`src/rtl/mod_amplitude_core.sv`:
```
// Amplitude-modulated tone generator.
// A sine carrier (phase increment freq_i) is multiplied by a slow sine
// envelope (fixed increment MOD_INC) and offset to unsigned 8-bit PCM.
// Pipeline: accumulators -> LUT registers -> product/output register.
module mod_amplitude_core #(
   parameter int PHASE_W = 27,
   parameter int MOD_INC = 21
) (
   input  logic        clk,
   input  logic        rstn,
   input  logic [15:0] freq_i,
   output logic [7:0]  sample_data_o
);

   // First quadrant of round(127*sin(2*pi*k/256)), k = 0..64.
   function automatic logic [6:0] quarter_sine(input logic [6:0] a);
      logic [6:0] v;
      case (a)
         7'd0:  v = 7'd0;   7'd1:  v = 7'd3;   7'd2:  v = 7'd6;   7'd3:  v = 7'd9;
         7'd4:  v = 7'd12;  7'd5:  v = 7'd16;  7'd6:  v = 7'd19;  7'd7:  v = 7'd22;
         7'd8:  v = 7'd25;  7'd9:  v = 7'd28;  7'd10: v = 7'd31;  7'd11: v = 7'd34;
         7'd12: v = 7'd37;  7'd13: v = 7'd40;  7'd14: v = 7'd43;  7'd15: v = 7'd46;
         7'd16: v = 7'd49;  7'd17: v = 7'd51;  7'd18: v = 7'd54;  7'd19: v = 7'd57;
         7'd20: v = 7'd60;  7'd21: v = 7'd63;  7'd22: v = 7'd65;  7'd23: v = 7'd68;
         7'd24: v = 7'd71;  7'd25: v = 7'd73;  7'd26: v = 7'd76;  7'd27: v = 7'd78;
         7'd28: v = 7'd81;  7'd29: v = 7'd83;  7'd30: v = 7'd85;  7'd31: v = 7'd88;
         7'd32: v = 7'd90;  7'd33: v = 7'd92;  7'd34: v = 7'd94;  7'd35: v = 7'd96;
         7'd36: v = 7'd98;  7'd37: v = 7'd100; 7'd38: v = 7'd102; 7'd39: v = 7'd104;
         7'd40: v = 7'd106; 7'd41: v = 7'd107; 7'd42: v = 7'd109; 7'd43: v = 7'd111;
         7'd44: v = 7'd112; 7'd45: v = 7'd113; 7'd46: v = 7'd115; 7'd47: v = 7'd116;
         7'd48: v = 7'd117; 7'd49: v = 7'd118; 7'd50: v = 7'd120; 7'd51: v = 7'd121;
         7'd52: v = 7'd122; 7'd53: v = 7'd122; 7'd54: v = 7'd123; 7'd55: v = 7'd124;
         7'd56: v = 7'd125; 7'd57: v = 7'd125; 7'd58: v = 7'd126; 7'd59: v = 7'd126;
         7'd60: v = 7'd126; 7'd61: v = 7'd127; 7'd62: v = 7'd127; 7'd63: v = 7'd127;
         7'd64: v = 7'd127;
         default: v = 7'd0;
      endcase
      return v;
   endfunction

   // Full 256-point signed sine built from the quarter table by symmetry.
   function automatic logic signed [7:0] sine_lut(input logic [7:0] idx);
      logic [6:0]        addr;
      logic [6:0]        mag;
      logic signed [7:0] res;
      if (idx[6]) begin
         addr = 7'd64 - {1'b0, idx[5:0]};
      end else begin
         addr = {1'b0, idx[5:0]};
      end
      mag = quarter_sine(addr);
      if (idx[7]) begin
         res = -$signed({1'b0, mag});
      end else begin
         res = $signed({1'b0, mag});
      end
      return res;
   endfunction

   logic [PHASE_W-1:0] r_car_ph;
   logic [PHASE_W-1:0] r_mod_ph;
   logic signed [7:0]  r_car_ff;
   logic [8:0]         r_env_ff;

   logic signed [7:0]  w_car_lut;
   logic signed [7:0]  w_mod_lut;
   logic [8:0]         w_env;
   logic signed [15:0] w_car_ext;
   logic signed [15:0] w_env_ext;
   logic signed [15:0] w_prod;
   logic [7:0]         w_sample;
   logic               w_unused_lsb;

   assign w_car_lut = sine_lut(r_car_ph[PHASE_W-1 -: 8]);
   assign w_mod_lut = sine_lut(r_mod_ph[PHASE_W-1 -: 8]);
   // Envelope is the LFO sine lifted to 1..255; 9-bit wrap handles the offset.
   assign w_env     = {w_mod_lut[7], w_mod_lut} + 9'd128;

   // |car*env| <= 127*255, so a 16-bit signed product cannot overflow.
   assign w_car_ext = {{8{r_car_ff[7]}}, r_car_ff};
   assign w_env_ext = {7'd0, r_env_ff};
   assign w_prod    = w_car_ext * w_env_ext;
   // Bits 15:8 are the floor of p/256; adding 128 moves it to unsigned PCM.
   assign w_sample  = w_prod[15:8] + 8'd128;
   assign w_unused_lsb = ^w_prod[7:0];

   // Phase accumulators; silent modulo wrap keeps the LUT index continuous.
   always_ff @(posedge clk or negedge rstn) begin
      if (!rstn) begin
         r_car_ph <= '0;
         r_mod_ph <= '0;
      end else begin
         r_car_ph <= r_car_ph + PHASE_W'(freq_i);
         r_mod_ph <= r_mod_ph + PHASE_W'(MOD_INC);
      end
   end

   // Register carrier and envelope LUT outputs.
   always_ff @(posedge clk or negedge rstn) begin
      if (!rstn) begin
         r_car_ff <= 8'sd0;
         r_env_ff <= 9'd128;
      end else begin
         r_car_ff <= w_car_lut;
         r_env_ff <= w_env;
      end
   end

   // Register the modulated sample.
   always_ff @(posedge clk or negedge rstn) begin
      if (!rstn) begin
         sample_data_o <= 8'h80;
      end else begin
         sample_data_o <= w_sample;
      end
   end

endmodule

```
`config.mk`:
```
export PLATFORM = sky130hd
export DESIGN_NAME = mod_amplitude_core
export DESIGN_NICKNAME = d
export VERILOG_FILES = /design/src/rtl/mod_amplitude_core.sv
export SDC_FILE = /design/constraint.sdc
export NUM_CORES = 1
export LEC_CHECK = 0
export CORE_AREA = 2 2 100 150
export CTS_CLUSTER_SIZE = 25
export DETAILED_ROUTE_END_ITERATION = 7
export DIE_AREA = 0 0 102 152
export PLACE_DENSITY = 0.76
export SYNTH_ARGS = -nofsm -noshare
export SYNTH_HDL_FRONTEND = slang
export SYNTH_SLANG_ARGS = --single-unit
```
`constraint.sdc`:
```
create_clock -name clk -period 3.8 [get_ports clk]
set_input_delay 0.95 -clock clk [delete_from_list [all_inputs] [get_ports clk]]
set_output_delay 0.95 -clock clk [all_outputs]
set_load 0.01 [all_outputs]
```
======== Word level (Yosys, flattened, before mapping) ========
Memories as Yosys holds them, arrays and structs flattened.
Cells that the tools add are included.
operators by class
  add/sub/neg operators ................... 8
  multiply operators ...................... 1
  mux-type cells .......................... 4
operators with widths
  kind                   count
  $add 27x16->27         1
  $add 27x5->27 const B  1
  $mul 8x10->16          1
  $mux 8                 2
  $neg 7->8              2
  $mux 7                 2
  $sub 7x6->7 const A    2
  $add 9x8->9 const B    1
  $add 8x8->8 const B    1
storage, ports and cells
  register bits after elaboration ......... 79
  memory bits (read-only) ................. 1792
  input port bits ......................... 18
  output and inout bits ................... 8
  word-level logic and storage cells ...... 20
  memories ................................ 2
memories
  memory           words  width  read ports  clocked after memory_dff  wr ports  line  text
  (no name shown)  128    7      1           0                         0         18    case (a)
  (no name shown)  128    7      1           0                         0         18

======== Depth between registers and ports, before layout ========
Gate-level depths: netlist of the first run.
An unclocked memory read counts as a cell.
  depth in word-level cells ............... 6
  gate-level depth with buffers ........... 19
  mapped depth without buffers ............ 17

======== Worst setup path before layout of the first run ========
Ideal clock, no wire load.
  path kind ............................... reg2reg
  start ................................... register r_car_ff[7]
  end ..................................... register sample_data_o[4]
  data arrival time ....................... 3.996 ns
  slack ................................... -0.319 ns
  stages on the path, launching flop included .. 15
  path buffers ............................ 0
  period minus slack after synthesis ...... 4.119 ns
  path through ............................ dfrtp_1 inv_1 nor2_1 fa_1 fa_1 fa_1 inv_1 fa_1 inv_1 ha_1 or3_1 o21ai_0 o21bai_1 a211oi_1 nor2_1
on the way
  cells in the longest elaborated chain, start to end .. 2
RTL lines
  element                 line  text
  from (decl)             62    logic signed [7:0] r_car_ff;
  from (signal assigned)  104   r_car_ff <= w_car_lut;
  $mul 8x10->16           82    assign w_prod = w_car_ext * w_env_ext;
  named net w_prod[12]    70    logic signed [15:0] w_prod;
  $add 8x8->8             84    assign w_sample = w_prod[15:8] + 8'd128;
  to (signal assigned)    114   sample_data_o <= w_sample;
  to (decl)               12    output logic [7:0] sample_data_o
The timed path passes the listed nets, and every way through them passes these cells.

======== Worst setup path after layout of the first run ========
  start ................................... register r_car_ff[7]
  end ..................................... register sample_data_o[6]
The elaborated chain is that of the path after synthesis.

==> summary by stage, run 1 <==
Setup path
The critical path is of the flip-flop to flip-flop type. The required time reported for the critical path endpoint is 4060 ps. In this design, the stage delay of the slowest critical-path cell is 610 ps.

The startpoint of the worst-slack reg-to-reg timing path is r_car_ff[7]. Walking the worst path, the cells encountered are inv_2 > nor2_2 > fa_1 > fa_1 > fa_1 > inv_2 > fa_1 > inv_1 > ha_2 > or3_4 > o211ai_1 > nand3b_1 > a21oi_2 > xnor2_1. STA classifies the critical path endpoint as a flip-flop. The critical path data arrival time is 4370 ps. The most frequent cell on the critical path is fa_1. The slowest stage of the critical path belongs to the cell fa_1. In this run the worst path has a maximum fanout of 3. STA classifies the critical path startpoint as a flip-flop.

In this run the worst setup path begins at r_car_ff[7].

Floorplanning
The width of the chip is 102 um. The row count is 54. During I/O placement, the number of pins put on the boundary was 26. The vertical die dimension is 152 um. The core footprint is 0.0143 mm2. The starting utilization of the core area is 55.0%. The die footprint is 0.0155 mm2.

Yosys
The cell count after synthesis came out at 858. The share of the synthesized area in the top cell type is 24.1%. The dominant register cell in the synthesized netlist is dfrtp_1.

The number of library cell types mapped by synthesis is 89. The average size of a mapped cell is 9.19 um2. Yosys mapped a number of flops with a built-in enable equal to 0.

Among all cell types in the netlist, the one instantiated most often is dfrtp_1. Summed over all instances, the cell type with the most area after synthesis is dfrtp_1. The mapped netlist covers 0.00788 mm2.

By count the netlist is led by dfrtp_1, ha_1, inv_1, nand2_1, xnor2_1. The Yosys step of the flow raised 0 warnings. The fraction of registers with async set/reset is 100%. Summing the sequential cell areas from Yosys gives 24.8% of the chip area. Ranked by total cell area, the synthesized netlist is headed by dfrtp_1, ha_1, fa_1. The number of nets in the synthesized netlist is 985. The flip-flop and latch count after synthesis is 78.

STA
In the post-route analysis, the smallest setup slack over all paths is -304 ps. The final max-slew violation count is 0. For the pin with the worst max-slew slack, the measured transition is 983 ps. The final hold violation count came to 0. Dividing the final minimum period by the clock period gives 108%. Setup repair after global routing could not meet its margin everywhere. The minimum clock period is 4100 ps.

Setup violations remaining at the end of the flow were counted as 5. The remaining max-slew budget at the tightest pin is 34.5%. The maximum clock frequency is 0.244 GHz. Between clock sinks in the finished design, the worst skew comes to 7.48 ps.

Clocking
Clock-pin slew was measured on the worst setup and hold paths at 60 ps. The number of H-tree levels is 3. The clock net sink count is 78. In this run the clock root is driven by a clkbuf_16.

The number of clock buffers inserted by TritonCTS is 9. The deepest clock path buffer count is 2. The clock tree from TritonCTS is done. At the later pin of the worst-skew pair, clock insertion delay measures 340 ps.

Run
The number of maximum-capacitance violations is 0.

Placed design
In this run, placement finished with an instance count of 1,094. The total of buffers placed on input and output ports is 25. The HPWL after detailed placement is 13.6 mm. At the placement stage, the worst setup path has a slack of -300 ps. The global placement routability congestion is 0.897.

Status
The final reports fail on setup timing. The run finished, with violations left.

Routing
The detail route stage leaves a number of antenna-violating nets equal to 0. The routed wire length per instance is 15.7 um. The number of design-rule violations left by the first detailed-router iteration is 374. The pre-antenna-repair detailed-routing pass consisted of 5 iterations.

The DRC violation count after routing is 0. The number of vias after detailed routing is 6,450. Dividing the detail-routed via count by the number of cells gives 5.76. The routed wire length on met2 is 9.88 mm. The detailed router put a total of 6.64 mm of wire on met1. The detailed-route wire length is 17.6 mm. In the detailed route, the total length drawn on met3 is 457 um.

The top metal layer carrying routed signals is met4.

Power and ir drop
The leakage power total is 4.26 nW. The maximum resistive drop on vdd is 0.000405 V. Dividing total power by cell area gives a power density of 448 mW/mm2.

Layout
The net count of the finished layout is 1,045. Excluding fillers, the count of instances in the completed layout stands at 1,119. The diode insertion count for antenna repair is 0.

After filler insertion, the fill cell instance count of the layout stands at 1,211. The fraction of final layout cells sized beyond drive strength 1 is 17.8%. From synthesis to final layout, the design area changed by 15.4%.

Global route
The first global-routing pass estimated 30.0 mm of wire. For this run, the total global-route usage over all layers was measured as 23.7%. The number of antenna violations at the first check in global routing is 0. The total overflow reported by the global router is 0. Entering global routing, the biggest net connects 79 pins. The number of global-route vias before repair is 6,596.

Min path
The worst hold path belongs to the class flip-flop to flip-flop. The source of the worst hold timing path is r_mod_ph[0].
cells by family after synthesis:
| group | synth area share (%) |
|---|---|
| and+or+nand+nor | 18.5 |
| xor gates and xnor gates | 9.94 |
| muxes | 1.76 |
| adders and majority gates | 20.7 |
| buffers and inverters | 6.21 |
| DFF | 24.8 |
| AOI/OAI and AO/OA | 18.1 |
state kept, by name, indices dropped and copies added, names as in the netlist:
| register | cells |
|---|---|
| r_car_ff | 8 |
| r_env_ff | 8 |
| sample_data_o | 8 |
| r_mod_ph | 27 |
| r_car_ph | 27 |
worst paths after layout:
kind,cells after the start,slack (ps),endpoint
min reg2reg,1,460,r_mod_ph[0]
max reg2reg,14,-300,sample_data_o[6]
min,1,460,r_mod_ph[0]
min in group asynchronous,1,760,r_mod_ph[11]
max,14,-300,sample_data_o[6]
max in group asynchronous,1,2330,r_car_ff[0]
power by group:
part	total [W]	switching, W	internal [W]
Combinational	0.00207	0.00116	0.000917
Clock	0.000880	0.000361	0.000519
Sequential	0.00112	0.000111	0.00101
cells in the final DEF, fill, tap and decap left out, types with 10 or more instances in the layout:
master / netlist / final
nand2_1: 71 / 68
o21ai_1: 11 / 10
o21ai_0: 23 / 22
nand2b_1: 14 / 14
and2_1: 40 / 32
buf_4: 8 / 54
ha_1: 73 / 68
a21oi_1: 49 / 48
fa_1: 36 / 32
dfrtp_1: 76 / 69
clkdlybuf4s50_1: 0 / 24
nor2_1: 46 / 43
xor2_1: 16 / 16
inv_1: 71 / 65
xnor2_1: 59 / 57
a21o_1: 11 / 11
and3_1: 12 / 12
nand3_1: 18 / 18
a31oi_1: 10 / 10
nor3_1: 21 / 21
nor2b_1: 12 / 11
worst max-delay path: cells and delay by family (launching register included):
family / cells / cell delay, ps
DFF: 1 / 400
adders and majority gates: 5 / 2240
and+or+nand+nor: 3 / 640
AOI/OAI and AO/OA: 2 / 430
xor gates and xnor gates: 1 / 130
buffers and inverters: 3 / 190
through the flow:
stage	hold slack (ps)	util (%)	TNS (ps)	total power (W)	instance area (um2)
after floorplan	422	-	-346	0.00261	7890
final	456	63.5	-985	0.00407	9090
after global placement	443	59.7	-624	0.00310	8550
after CTS	452	62.7	-1270	0.00406	8970
after detailed placement	444	59.7	-1370	0.00314	8550
after global routing	486	63.5	-1890	0.00437	9090
layout make-up:
| type | instances | area, um2 | share of cell area (%) |
|---|---|---|---|
| Inverter | 71 | 267 | 2.93 |
| Sequential cell | 78 | 1960 | 21.6 |
| Tap cell | 196 | 245 | 2.70 |
| Clock inverter | 7 | 80.1 | 0.881 |
| Clock buffer | 9 | 225 | 2.48 |
| Multi-Input combinational cell | 673 | 5580 | 61.4 |
| Timing Repair Buffer | 85 | 733 | 8.06 |
per-layer routing:
layer  up-vias  track usage [%]
met1      3151             26.0
met3        49             2.94
met4         0             9.52
met5         -                0
met2       140             44.5
li1       3110                -
timing repair:
item | in CTS | in global routing
buffers inserted | 7 | 2
endpoints found under the setup margin | 7 | 10
pin swaps | 19 | 20
hold buffers | 0 | 0
endpoints found under the hold margin | 0 | 0
resized for setup | 17 | 32
No activity file was read; power rests on OpenSTA's default activity.
==> inputs of run 2 (changes only) <==
--- a/config.mk
+++ b/config.mk
@@ -5,11 +5,11 @@
 export SDC_FILE = /design/constraint.sdc
 export NUM_CORES = 1
 export LEC_CHECK = 0
-export CORE_AREA = 2 2 100 150
+export CORE_AREA = 2 2 139 107
 export CTS_CLUSTER_SIZE = 25
 export DETAILED_ROUTE_END_ITERATION = 7
-export DIE_AREA = 0 0 102 152
-export PLACE_DENSITY = 0.76
+export DIE_AREA = 0 0 141 109
+export PLACE_DENSITY = 0.77
 export SYNTH_ARGS = -nofsm -noshare
 export SYNTH_HDL_FRONTEND = slang
 export SYNTH_SLANG_ARGS = --single-unit
==> run 2 against run 1 <==
The flow still finishes with violations (setup timing). Combinational power hardly changed. Hold slack hardly changed. Sequential power hardly changed. Clock-buffer cell count stayed put. Worst setup slack hardly changed.
==> summary by stage, run 2 (synthesis gave the netlist of run 1 again) <==
Status
The flow ran to the end, but the final reports show violations. The checks that failed: setup timing.

Clocking
The clock latency reported for the late side of the worst-skew pair came to 340 ps (about the same). The deepest clock path buffer count is 2 (unchanged). The number of H-tree levels is 3 (unchanged). TritonCTS built the clock tree. The number of buffers inserted by hold repair at cts is 0 (unchanged). The clock transition at the register clock pins on the worst setup and hold paths after CTS is 70 ps (about the same). The number of clock buffers inserted by TritonCTS is 9 (unchanged). The clock tree root buffer cell is clkbuf_16. The clock net sink count is 78 (unchanged).

Power and ir drop
The post-route total power is 0.00400 W (-1.7%). The power per cell area is 445 mW/mm2 (-0.55%). The maximum resistive drop on vdd is 0.000344 V (-15%).

The leakage power total came to 4.22 nW (-0.74%).

Min path
The kind of path behind the tightest hold check is flip-flop to flip-flop.

Global route
The number of global-route vias before repair is 6,141 (-6.9%). The global-route track usage on met3 is 3.65% (+0.70 points). The global-route wire length before repair is 29.7 mm (-1.0%). The fraction of met1 tracks used by global routing was 35.6% (+9.7 points).

The global routing stage identified its most utilized layer as met2. The total overflow reported by the global router was 0 (unchanged). The overall routing resource usage came to 23.7% (+0.052 points). The global-route met2 utilization is 36.9% (-7.7 points). The maximum number of pins on one net before global-route repair is 79 (unchanged). The number of antenna violations at the first check in global routing is 0 (unchanged).

Setup path
The critical path data arrival time is 4320 ps (-50 ps). The category of the worst setup path capture point is a flip-flop. The required time reported for the critical path endpoint is 4010 ps (-50 ps). The start-to-end type of the worst setup path is flip-flop to flip-flop. The kind of launch point of the worst setup path is a flip-flop. The critical-path maximum fanout is 4 (+1).

Floorplanning
The width of the chip is 141 um (+38%). The top-level I/O count came to 26 (unchanged). The core footprint came to 0.0141 mm2 (-1.4%). The row count was 38 (-30%). The starting utilization of the core area came to 55.8% (+0.79 points).

The vertical die dimension is 109 um (-28%). The die footprint is 0.0154 mm2 (-0.87%).

Placed design
The placement-stage worst setup slack came to -411 ps (-111 ps). The total of buffers placed on input and output ports is 25 (unchanged). The cell total after placement came to 1,073 (-1.9%). The global placement routability congestion came to 0.907 (+1.2%). The post-detailed-placement half-perimeter wirelength was 12.8 mm (-6.0%).

Routing
The routed wire length per instance came to 15.7 um (-0.17%). The detailed-route wire length is 17.3 mm (-1.7%). The number of vias after detailed routing was 6,399 (-0.79%). The DRC violation count after routing was 0 (unchanged). The number of design-rule violations left by the first detailed-router iteration is 600 (+60%).

The number of detailed-routing iterations run before antenna repair is 5 (unchanged). The number of vias per cell is 5.81 (+0.74%). The number of antenna-violating nets in the routed design came to 0 (unchanged).

STA
The final setup violation count is 6 (+1). The portion of the clock cycle consumed by the worst path in the final layout is 108% (about the same). The final hold violation count is 0 (unchanged). The remaining max-slew budget at the tightest pin is 35.0% (+0.59 points). The minimum clock period came to 4100 ps (+0.227 ps). Setup repair after global routing could not meet its margin everywhere. The final max-slew violation count came to 0 (unchanged).

The transition at the pin with the smallest max-transition slack is 974 ps (-8.90 ps). The worst-case clock skew is 8.59 ps (+1.11 ps). The maximum clock frequency is 0.244 GHz (about the same). The post-route worst setup slack is -304 ps (-0.227 ps).

Layout
In the layout the commonest cells are nand2_1, dfrtp_1, ha_1. The core occupancy in the finished layout was 63.7% (+0.17 points). The largest registers in the layout are r_car_ph (27), r_mod_ph (27). The post-route non-filler standard cell count is 1,102 (-1.5%). The library cell used most frequently in the layout, excluding fill and tap cells, is nand2_1. The diode insertion count for antenna repair was 0 (unchanged). The fraction of final layout cells sized beyond drive strength 1 is 16.4% (-1.4 points). Relative to the synthesized area, the layout overhead comes to 14.0%. The net count of the finished layout is 1,044 (-0.096%).

Run
The number of maximum-capacitance violations is 0 (unchanged).
[run 2: path summary, 6_finish.rpt]
| check | depth (start not counted) | start | slack, ps | end |
|---|---|---|---|---|
| min in group asynchronous | 1 | rstn | 750 | r_car_ph[2] |
| setup reg to reg | 14 | r_env_ff[7] | -300 | sample_data_o[3] |
| hold reg to reg | 1 | r_mod_ph[0] | 460 | r_mod_ph[0] |
| setup / recovery | 14 | r_env_ff[7] | -300 | sample_data_o[3] |
| max in group asynchronous | 1 | rstn | 2340 | r_env_ff[1] |
| hold / removal | 1 | r_mod_ph[0] | 460 | r_mod_ph[0] |
[run 2: routing by layer]
| layer | routed length (um) | vias up |
|---|---|---|
| met1 | 8520 | 3068 |
| met4 | 144 | 0 |
| met3 | 853 | 15 |
| met2 | 7780 | 191 |
| met5 | 0 | - |
| li1 | - | 3125 |
[run 2: power by group]
part / internal, W / switching (W)
clock: 0.000450 / 0.000364
combinational: 0.000907 / 0.00115
sequential: 0.00101 / 0.000130
total: 0.00236 / 0.00164
[run 2: area by class of cell]
cell class | count | area [um2]
timing repair buffer | 84 | 709
tap | 180 | 225
clock inverter | 7 | 56.3
clock buffer | 9 | 225
sequential | 78 | 1960
multi-input combinational | 673 | 5540
inverter | 71 | 267
fill | 1165 | 5130
[run 2: what timing repair did]
item	CTS	global route
pin swaps	13	17
setup endpoints to repair	6	9
buffers inserted	8	5
gates cloned	0	0
resized for setup	17	19
hold endpoints to repair	0	0
[run 2: through the flow]
step           setup TNS [ps]  hold slack (ps)  cell area, um2
6_report                -1450              456            8990
5_1_grt                 -2400              487            8990
4_1_cts                 -1100              457            8880
3_5_place_dp            -1690              443            8490
3_3_place_gp            -1510              443            8490
2_1_floorplan            -346              422            7890
[run 2: critical path, cell delays in order, from the launching register on]
cell and delay [ps]:
dfstp_2 560, and2_4 150, fa_1 430, fa_1 500, fa_1 500, inv_2 40, fa_1 490, inv_1 40
ha_2 160, or3_4 390, buf_4 150, o21ai_4 180, o21bai_2 110, buf_4 140, xor2_1 130
